[config.mk]
export PLATFORM = sky130hd
export DESIGN_NAME = i2c_regmap
export DESIGN_NICKNAME = d
export VERILOG_FILES = /design/src/rtl/i2c_pkg.sv /design/src/rtl/i2c_edge_det.sv /design/src/rtl/i2c_regmap.sv
export SDC_FILE = /design/constraint.sdc
export NUM_CORES = 1
export LEC_CHECK = 0
export CAP_MARGIN = 40
export CORE_ASPECT_RATIO = 0.9
export CORE_MARGIN = 2
export CORE_UTILIZATION = 35
export DETAILED_ROUTE_END_ITERATION = 7
export PLACE_DENSITY = 0.61
export REMOVE_ABC_BUFFERS = 1
export SYNTH_ARGS = -nofsm -noshare
export SYNTH_HDL_FRONTEND = slang
export SYNTH_SLANG_ARGS = --single-unit
[constraint.sdc]
create_clock -name clk -period 2.8 [get_ports clk]
set_clock_uncertainty 0.1 [all_clocks]
set_input_delay 0.42 -clock clk [delete_from_list [all_inputs] [get_ports clk]]
set_output_delay 0.42 -clock clk [all_outputs]
set_load 0.01 [all_outputs]
[src/rtl/i2c_pkg.sv]
// Shared I2C definitions: register-map FSM encoding, default map size and register reset value.
package i2c_pkg;

    typedef enum logic [1:0] {
        REGMAP_IDLE    = 2'd0,
        REGMAP_GET_PTR = 2'd1,
        REGMAP_DATA    = 2'd2
    } regmap_state_e;

    localparam int         REGMAP_REG_COUNT_DEF = 16;
    localparam logic [7:0] REGMAP_RST_VAL       = 8'h00;

endpackage

[src/rtl/i2c_edge_det.sv]
// Rising-edge detector: one-cycle pulse the first cycle sig_i is seen high after being low.
module i2c_edge_det (
    input  logic clk,
    input  logic rst_n,
    input  logic sig_i,
    output logic rise_o
);

    logic sig_q;

    always_ff @(posedge clk or negedge rst_n) begin
        if (!rst_n) begin
            sig_q <= 1'b0;
        end else begin
            sig_q <= sig_i;
        end
    end

    assign rise_o = sig_i & ~sig_q;

endmodule

[src/rtl/i2c_regmap.sv]
// Register file behind an I2C slave: first written byte sets the pointer, later bytes read/write regs.
// Define I2C_REGMAP_AUTOINC_EN to advance the pointer after each data byte and each master ACK.
module i2c_regmap
    import i2c_pkg::*;
#(
    parameter int REG_COUNT = REGMAP_REG_COUNT_DEF,
    parameter int PTR_W     = $clog2(REG_COUNT)
) (
    input  logic             clk,
    input  logic             rst,
    input  logic             busy,
    input  logic             data_available,
    input  logic [7:0]       data_o,
    input  logic             data_request,
    output logic [7:0]       data_i,
    input  logic [PTR_W-1:0] host_addr,
    input  logic             host_we,
    input  logic [7:0]       host_wdata,
    output logic [7:0]       host_rdata,
    output logic             wr_pulse,
    output logic [PTR_W-1:0] wr_addr
);

`ifdef I2C_REGMAP_AUTOINC_EN
    localparam logic [PTR_W-1:0] PTR_STEP = PTR_W'(1);
`else
    localparam logic [PTR_W-1:0] PTR_STEP = PTR_W'(0);
`endif

    localparam int EDGE_BUSY  = 0;
    localparam int EDGE_AVAIL = 1;
    localparam int EDGE_REQ   = 2;

    logic [2:0]       mon_w;
    logic [2:0]       rise_w;
    regmap_state_e    state_q, state_d;
    logic [PTR_W-1:0] ptr_q, ptr_d;
    logic             req_seen_q, req_seen_d;
    logic             i2c_we;
    logic [7:0]       data_i_q, host_rdata_q;
    logic             wr_pulse_q;
    logic [PTR_W-1:0] wr_addr_q;
    logic [7:0]       regs_w [REG_COUNT];

    assign mon_w = {data_request, data_available, busy};

    genvar gi;
    generate
        for (gi = 0; gi < 3; gi++) begin : g_edge
            i2c_edge_det u_edge (
                .clk    (clk),
                .rst_n  (rst),
                .sig_i  (mon_w[gi]),
                .rise_o (rise_w[gi])
            );
        end
    endgenerate

    // The I2C write is tested first so it wins a same-register collision with the host.
    generate
        for (gi = 0; gi < REG_COUNT; gi++) begin : g_reg
            logic [7:0] reg_q;
            always_ff @(posedge clk or negedge rst) begin
                if (!rst) begin
                    reg_q <= REGMAP_RST_VAL;
                end else if (i2c_we && (ptr_q == PTR_W'(gi))) begin
                    reg_q <= data_o;
                end else if (host_we && (host_addr == PTR_W'(gi))) begin
                    reg_q <= host_wdata;
                end
            end
            assign regs_w[gi] = reg_q;
        end
    endgenerate

    always_comb begin
        state_d    = state_q;
        ptr_d      = ptr_q;
        req_seen_d = req_seen_q;
        i2c_we     = 1'b0;
        if (rise_w[EDGE_BUSY]) begin
            state_d    = REGMAP_GET_PTR;
            req_seen_d = 1'b0;
        end else if (!busy) begin
            state_d = REGMAP_IDLE;
        end else begin
            unique case (state_q)
                REGMAP_GET_PTR: begin
                    if (rise_w[EDGE_AVAIL]) begin
                        ptr_d   = data_o[PTR_W-1:0];
                        state_d = REGMAP_DATA;
                    end
                end
                REGMAP_DATA: begin
                    if (rise_w[EDGE_AVAIL]) begin
                        i2c_we = 1'b1;
                        ptr_d  = ptr_q + PTR_STEP;
                    end
                end
                default: ;
            endcase
            // First request of a transaction is the address ACK; later ones are master ACKs.
            if ((state_q != REGMAP_IDLE) && rise_w[EDGE_REQ] && !rise_w[EDGE_AVAIL]) begin
                req_seen_d = 1'b1;
                if (req_seen_q) begin
                    ptr_d = ptr_q + PTR_STEP;
                end
            end
        end
    end

    always_ff @(posedge clk or negedge rst) begin
        if (!rst) begin
            state_q      <= REGMAP_IDLE;
            ptr_q        <= '0;
            req_seen_q   <= 1'b0;
            data_i_q     <= REGMAP_RST_VAL;
            host_rdata_q <= REGMAP_RST_VAL;
            wr_pulse_q   <= 1'b0;
            wr_addr_q    <= '0;
        end else begin
            state_q      <= state_d;
            ptr_q        <= ptr_d;
            req_seen_q   <= req_seen_d;
            data_i_q     <= regs_w[ptr_q];
            host_rdata_q <= regs_w[host_addr];
            wr_pulse_q   <= i2c_we;
            if (i2c_we) begin
                wr_addr_q <= ptr_q;
            end
        end
    end

    assign data_i     = data_i_q;
    assign host_rdata = host_rdata_q;
    assign wr_pulse   = wr_pulse_q;
    assign wr_addr    = wr_addr_q;

endmodule
==> results_dict.tcl, run 1 <==
set metrics [dict create \
    startpoint_type "register" \
    coreArea_um2 25300 \
    worstSkewPairLatency_ns 0.43 \
    end_kind "register" \
    seqPwrFrac_pct 40.4 \
    slowest_delay_ns 0.75 \
    routed_via_density 5.53 \
    p_sw_mw 2.38 \
    grt_first_pass_wirelength_um 41100 \
    cp_slowest_cell "dfrtp_2" \
    cts_resized 0 \
    seq_area_frac_synth_pct 43.4 \
    worst_pin_slew_ns 0.820 \
    finalSetupTns_ns 0 \
    cp_cell_sequence "buf_12, mux4_2, a22oi_1, nand2_1" \
    die_width_um 174 \
    io_pins 47 \
    yosys_warnings 0 \
    nets 873 \
    initial_core_util_pct 35.9 \
    clk_pin_slew_ns 0.07 \
    fp.dieH_um 157 \
    grt_max_degree 47 \
    fmax_mhz 450 \
    syn_avg_cell_area_um2 11.3 \
    maxCapViolations 0 \
    antenna_cells 0 \
    required_ns 3.00 \
    drive_above_1_share_pct 21.5 \
    synthCells 800 \
    max-slew-margin-rel_pct 45.2 \
    worstPathArrival_ns 2.42 \
    num_vias 6647 \
    wire_per_inst_um 22.1 \
    numPortBuffers 45 \
    grt_overflow_total 0 \
    grt_pass1_vias 6613 \
    root_buffer "clkbuf_16" \
    cts.sinks 157 \
    ant_nets 0 \
    status "finished, final reports clean" \
    critPathKind "register to register" \
    routed_wirelength_um 26600 \
    power_leakage_nw 4.34 \
    ctsLongestPathBuffers 2 \
    antenna_found_initial 0 \
    p_sw_share_pct 29.9 \
    pwr-share-clk_pct 33.8 \
    die-area_um2 27200 \
    powerDensity_nw_per_um2 739 \
    h-tree-depth 4 \
    finalCriticalPeriod_ns 2.22 \
    layout_commonest_cell "dfrtp_1" \
    drtIter0Drc 709 \
    synth_area_um2 9060 \
    rsz0062_at_grt "false" \
    peakVddDrop_mv 0.326 \
    cts_tree "built" \
    dpl.hpwl_um 17900 \
    cp_max_fo 17 \
    hold_viol 0 \
    numCtsBuffers 17 \
    area_delta_synth_final_pct 18.8 \
    power.internal_mw 5.58 \
    fin_crit_sh_pct 79.3 \
    drt_pass1_iterations 5 \
    drc 0 \
    fin_hold_ws_ns 0.402 \
    finalMaxSlewViolations 0 \
    fillerInstances 2341 \
    rows 55 \
    gp_congestion 0.847 \
    track_usage_pct 20.4 \
    finalSetupViolations 0 \
    ys_ff_latch 157 \
    worstHoldPathType "input port to async pin" \
    synth_cell_types 33 \
    most-common-layout-cells "156 x dfrtp_1, 140 x nand2_1, 128 x mux2i_1, 108 x o21ai_0, 64 x mux4_2" \
    p_comb_share_pct 25.8 \
]
path summary, 6_finish.rpt:
kind	startpoint	to	slack (ns)	cells after the start
worst max-delay path	ptr_q[0]	data_i[1]	0.58	4
worst min-delay path	rst	g_reg[9].reg_q[5]	0.40	2
worst max register to register	ptr_q[0]	data_i[1]	0.58	4
worst min register to register	wr_addr[3]	wr_addr[3]	0.41	1
max in group asynchronous	rst	g_reg[9].reg_q[6]	1.47	3
min in group clk	wr_addr[3]	wr_addr[3]	0.41	1
power groups by stage:
stage                     clock [mW]  combinational, mW  sequential, mW
after floorplan                    0               1.22            3.21
after global placement             0               2.01            3.22
after detailed placement           0               2.05            3.24
after CTS                       2.72               2.06            3.21
after global routing            2.83               2.21            3.29
final                           2.69               2.05            3.22
cells in the mapped netlist (all sizes together):
cell type,instances,share of area [%]
a21boi,1,0.083
a21oi,8,0.44
a22oi,32,2.7
a31o,1,0.097
and2,2,0.14
and3,1,0.069
buf,35,2.0
clkbuf,40,1.7
dfrtp,157,43
mux2,8,0.99
mux2i,128,14
mux4,64,16
nand2,140,5.8
nand2b,8,0.55
nand3,1,0.055
nand3b,4,0.33
nand4b,1,0.26
nor2,21,0.93
nor2b,4,0.28
nor3b,2,0.22
nor4,15,2.8
o21ai,121,6.7
or2,2,0.14
or3,3,0.21
or4,1,0.083
sequential cells by signal, summed over array words and instances, names as in the netlist:
| signal | flops |
|---|---|
| data_i | 8 |
| g.reg_q | 128 |
| g_edge.u_edge.sig_q | 2 |
| host_rdata | 8 |
| ptr_q | 4 |
| state_q | 2 |
| wr_addr | 4 |
| wr_pulse | 1 |
metrics by stage:
stage	instances	worst slack (ns)	area (um^2)	total power, mW	util, %
floorplan	725	-0.315	8720	4.43	-
finish	1202	0.580	10800	7.96	42.6
global route	1202	0.491	10800	8.33	42.6
detailed placement	1169	0.258	10100	5.29	39.9
CTS	1202	0.557	10800	8.00	42.6
global placement	1169	0.288	10100	5.23	39.9
logic make-up after synthesis:
logic type	synth area share (%)
compound gates	9.96
buf+inv	3.70
flops	43.4
mux	31.1
simple gates	11.9
area by class of cell:
| type | count | area (um^2) | share of cell area, % |
|---|---|---|---|
| Tap cell | 342 | 428 | 3.98 |
| Sequential cell | 157 | 3930 | 36.5 |
| Clock buffer | 19 | 433 | 4.02 |
| Timing Repair Buffer | 103 | 942 | 8.75 |
| Multi-Input combinational cell | 568 | 4790 | 44.5 |
| Clock inverter | 13 | 236 | 2.20 |
metal layers:
metal / GRT usage, % / routed length (um) / up-vias
met1: 29.2 / 12300 / 3345
met5: 0 / 0 / -
met2: 31.8 / 12300 / 236
met4: 5.68 / 407 / 0
li1: - / - / 3038
met3: 4.20 / 1650 / 28
critical path, delay by kind of cell, from the launching register on:
| kind | cells | cell delay [ns] |
|---|---|---|
| compound gates | 1 | 0.31 |
| buf+inv | 1 | 0.27 |
| flops | 1 | 0.75 |
| mux | 1 | 0.54 |
| simple gates | 1 | 0.12 |
repair_timing:
item | in CTS | in global routing
setup buffers | 0 | 0
hold endpoints to repair | 43 | 0
hold buffers | 1 | 0
(Power assumes the default switching activity.)
==> inputs of run 2 (changes only) <==
--- a/config.mk
+++ b/config.mk
@@ -10,7 +10,7 @@
 export CORE_MARGIN = 2
 export CORE_UTILIZATION = 35
 export DETAILED_ROUTE_END_ITERATION = 7
-export PLACE_DENSITY = 0.61
+export PLACE_DENSITY = 0.63
 export REMOVE_ABC_BUFFERS = 1
 export SYNTH_ARGS = -nofsm -noshare
 export SYNTH_HDL_FRONTEND = slang
==> constraint.sdc (replaced) <==
create_clock -name clk -period 1.8 [get_ports clk]
set_clock_uncertainty 0.1 [all_clocks]
set_input_delay 0.27 -clock clk [delete_from_list [all_inputs] [get_ports clk]]
set_output_delay 0.27 -clock clk [all_outputs]
set_load 0.01 [all_outputs]
==> run 2 against run 1 <==
  * The run now ends with setup timing left
  * Combinational power grew 91%
  * Final area grew 8.6%
  * Clock-buffer cell count is the same
  * Global-route usage grew 0.58 points
  * Power grew 60%
  * Register-to-register slack lost 0.66 ns
  * Routed wire length grew 6.7%
  * Largest power group unchanged
==> results_dict.tcl, run 2 (synthesis results as in run 1) <==
set metrics [dict create \
    grt_overflow_total 0 \
    dpl_cell_area_um2 10600 \
    ctsLongestPathBuffers 2 \
    rows 55 \
    numPortBuffers 45 \
    numCtsBuffers 17 \
    io_pins 47 \
    critPathKind "register to register" \
    rr_startpoint "ptr_q[0]" \
    die_width_um 174 \
    seqPwrFrac_pct 39.3 \
    grt_first_pass_wirelength_um 42900 \
    finalPower_mw 12.7 \
    cp_cell_sequence "buf_12, buf_12, mux4_2, a22oi_2, nand2_1" \
    wire_per_inst_um 22.3 \
    finalSetupViolations 7 \
    drtIter0Drc 640 \
    maxCapViolations 0 \
    worstHoldPathType "input port to async pin" \
    initial_core_util_pct 35.9 \
    grt_pass1_vias 6837 \
    finalMaxSlewViolations 0 \
    cp_slowest_cell "mux4_2" \
    gp_congestion 0.857 \
    cp_common_cell "buf_12" \
    power_leakage_nw 4.82 \
    cp_max_fo 5 \
    fmax_mhz 532 \
    max-slew-margin-rel_pct 52.2 \
    drc 0 \
    r2r_slack_ns -0.08 \
    layout_commonest_cell "dfrtp_1" \
    violations "setup timing" \
    track_usage_pct 21.0 \
    rsz0062_at_grt "true" \
    antenna_found_initial 0 \
    slowest_delay_ns 0.56 \
    finalCriticalPeriod_ns 1.88 \
    p_comb_share_pct 30.8 \
    clk_pin_slew_ns 0.07 \
    critical_path_buf_inv_count 2 \
    antenna_cells 0 \
    p_sw_mw 4.05 \
    pwr-share-clk_pct 30.0 \
    p_sw_share_pct 31.8 \
    cts.sinks 157 \
    peakVddDrop_mv 0.517 \
    h-tree-depth 4 \
    fin_hold_ws_ns 0.298 \
    largest_reg_flops 128 \
    most-common-layout-cells "156 x dfrtp_1, 135 x nand2_1, 128 x mux2i_1, 103 x o21ai_0, 92 x buf_4" \
    finalSetupTns_ns -0.250 \
    drt_pass1_iterations 5 \
    routed_wirelength_um 28400 \
    stdcell_area_um2 11700 \
    timing.final.ws_setup_ns -0.0804 \
    fin_util_pct 46.3 \
    cpLargestDelayFamily "multiplexers" \
    nets 945 \
    cts_tree "built" \
    worst_pin_slew_ns 0.716 \
    dpl.hpwl_um 18700 \
    crit_start "ptr_q[0]" \
    status "finished with violations" \
    fin_crit_sh_pct 104 \
    die-area_um2 27200 \
    ant_nets 0 \
    routed_via_density 5.59 \
    drive_above_1_share_pct 30.6 \
    power.internal_mw 8.68 \
    required_ns 2.01 \
    root_buffer "clkbuf_16" \
    area_delta_synth_final_pct 29.1 \
    worstSkewPairLatency_ns 0.43 \
    coreArea_um2 25300 \
    powerDensity_nw_per_um2 1090 \
    startpoint_type "register" \
    top_register "g.reg_q" \
    end_kind "register" \
    num_vias 7124 \
    hold_viol 0 \
    grt_max_degree 87 \
    fp.dieH_um 157 \
    worstPathArrival_ns 2.09 \
]
run 2: metal layers:
metal | global-route usage [%] | vias up | wire length (um)
met5 | 0 | - | 0
met4 | 5.80 | 0 | 563
met3 | 3.96 | 39 | 2200
met2 | 32.5 | 307 | 13000
met1 | 30.3 | 3606 | 12700
li1 | - | 3172 | -
run 2: area by class of cell:
type | instances | area, um^2
tap | 342 | 428
clock buffer | 19 | 443
clock inverter | 13 | 164
multi-input combinational | 568 | 4940
fill | 2309 | 13600
sequential | 157 | 3930
timing repair buffer | 175 | 1790
run 2: timing repair:
| item | CTS | global route |
|---|---|---|
| gates resized for setup | 23 | 56 |
| cloned | 3 | 3 |
| buffers inserted | 5 | 12 |
| pin swaps | 6 | 14 |
| endpoints found under the hold margin | 157 | 0 |
| setup endpoints to repair | 23 | 115 |
| hold buffers | 1 | 0 |
run 2: per-stage QoR:
stage                     setup WS, ns  std cells
after detailed placement        -0.505       1220
after global routing           -0.0898       1274
after global placement          -0.495       1220
after floorplan                  -1.32        725
after CTS                      -0.0561       1261
final                          -0.0804       1274
run 2: power by group through the flow:
stage                     Sequential (mW)  Clock [mW]  Combinational [mW]
final                                5.00        3.81                3.91
after floorplan                      5.00           0                1.89
after detailed placement             5.02           0                3.48
after global routing                 5.11        4.03                4.16
after CTS                            4.99        3.86                3.68
after global placement               4.99           0                3.42
run 2: worst reg2reg max path, cell delays in order (launching register included):
cell and delay (ns):
dfrtp_4 0.48, buf_12 0.15, buf_12 0.14, mux4_2 0.56, a22oi_2 0.23, nand2_1 0.11
run 2: final timing paths:
path	endpoint	cells past startpoint
max	data_i[3]	5
min	g_reg[12].reg_q[5]	3
max reg2reg	data_i[3]	5
min reg2reg	wr_addr[2]	1
max in group asynchronous	ptr_q[0]	3
min in group clk	host_rdata[5]	4
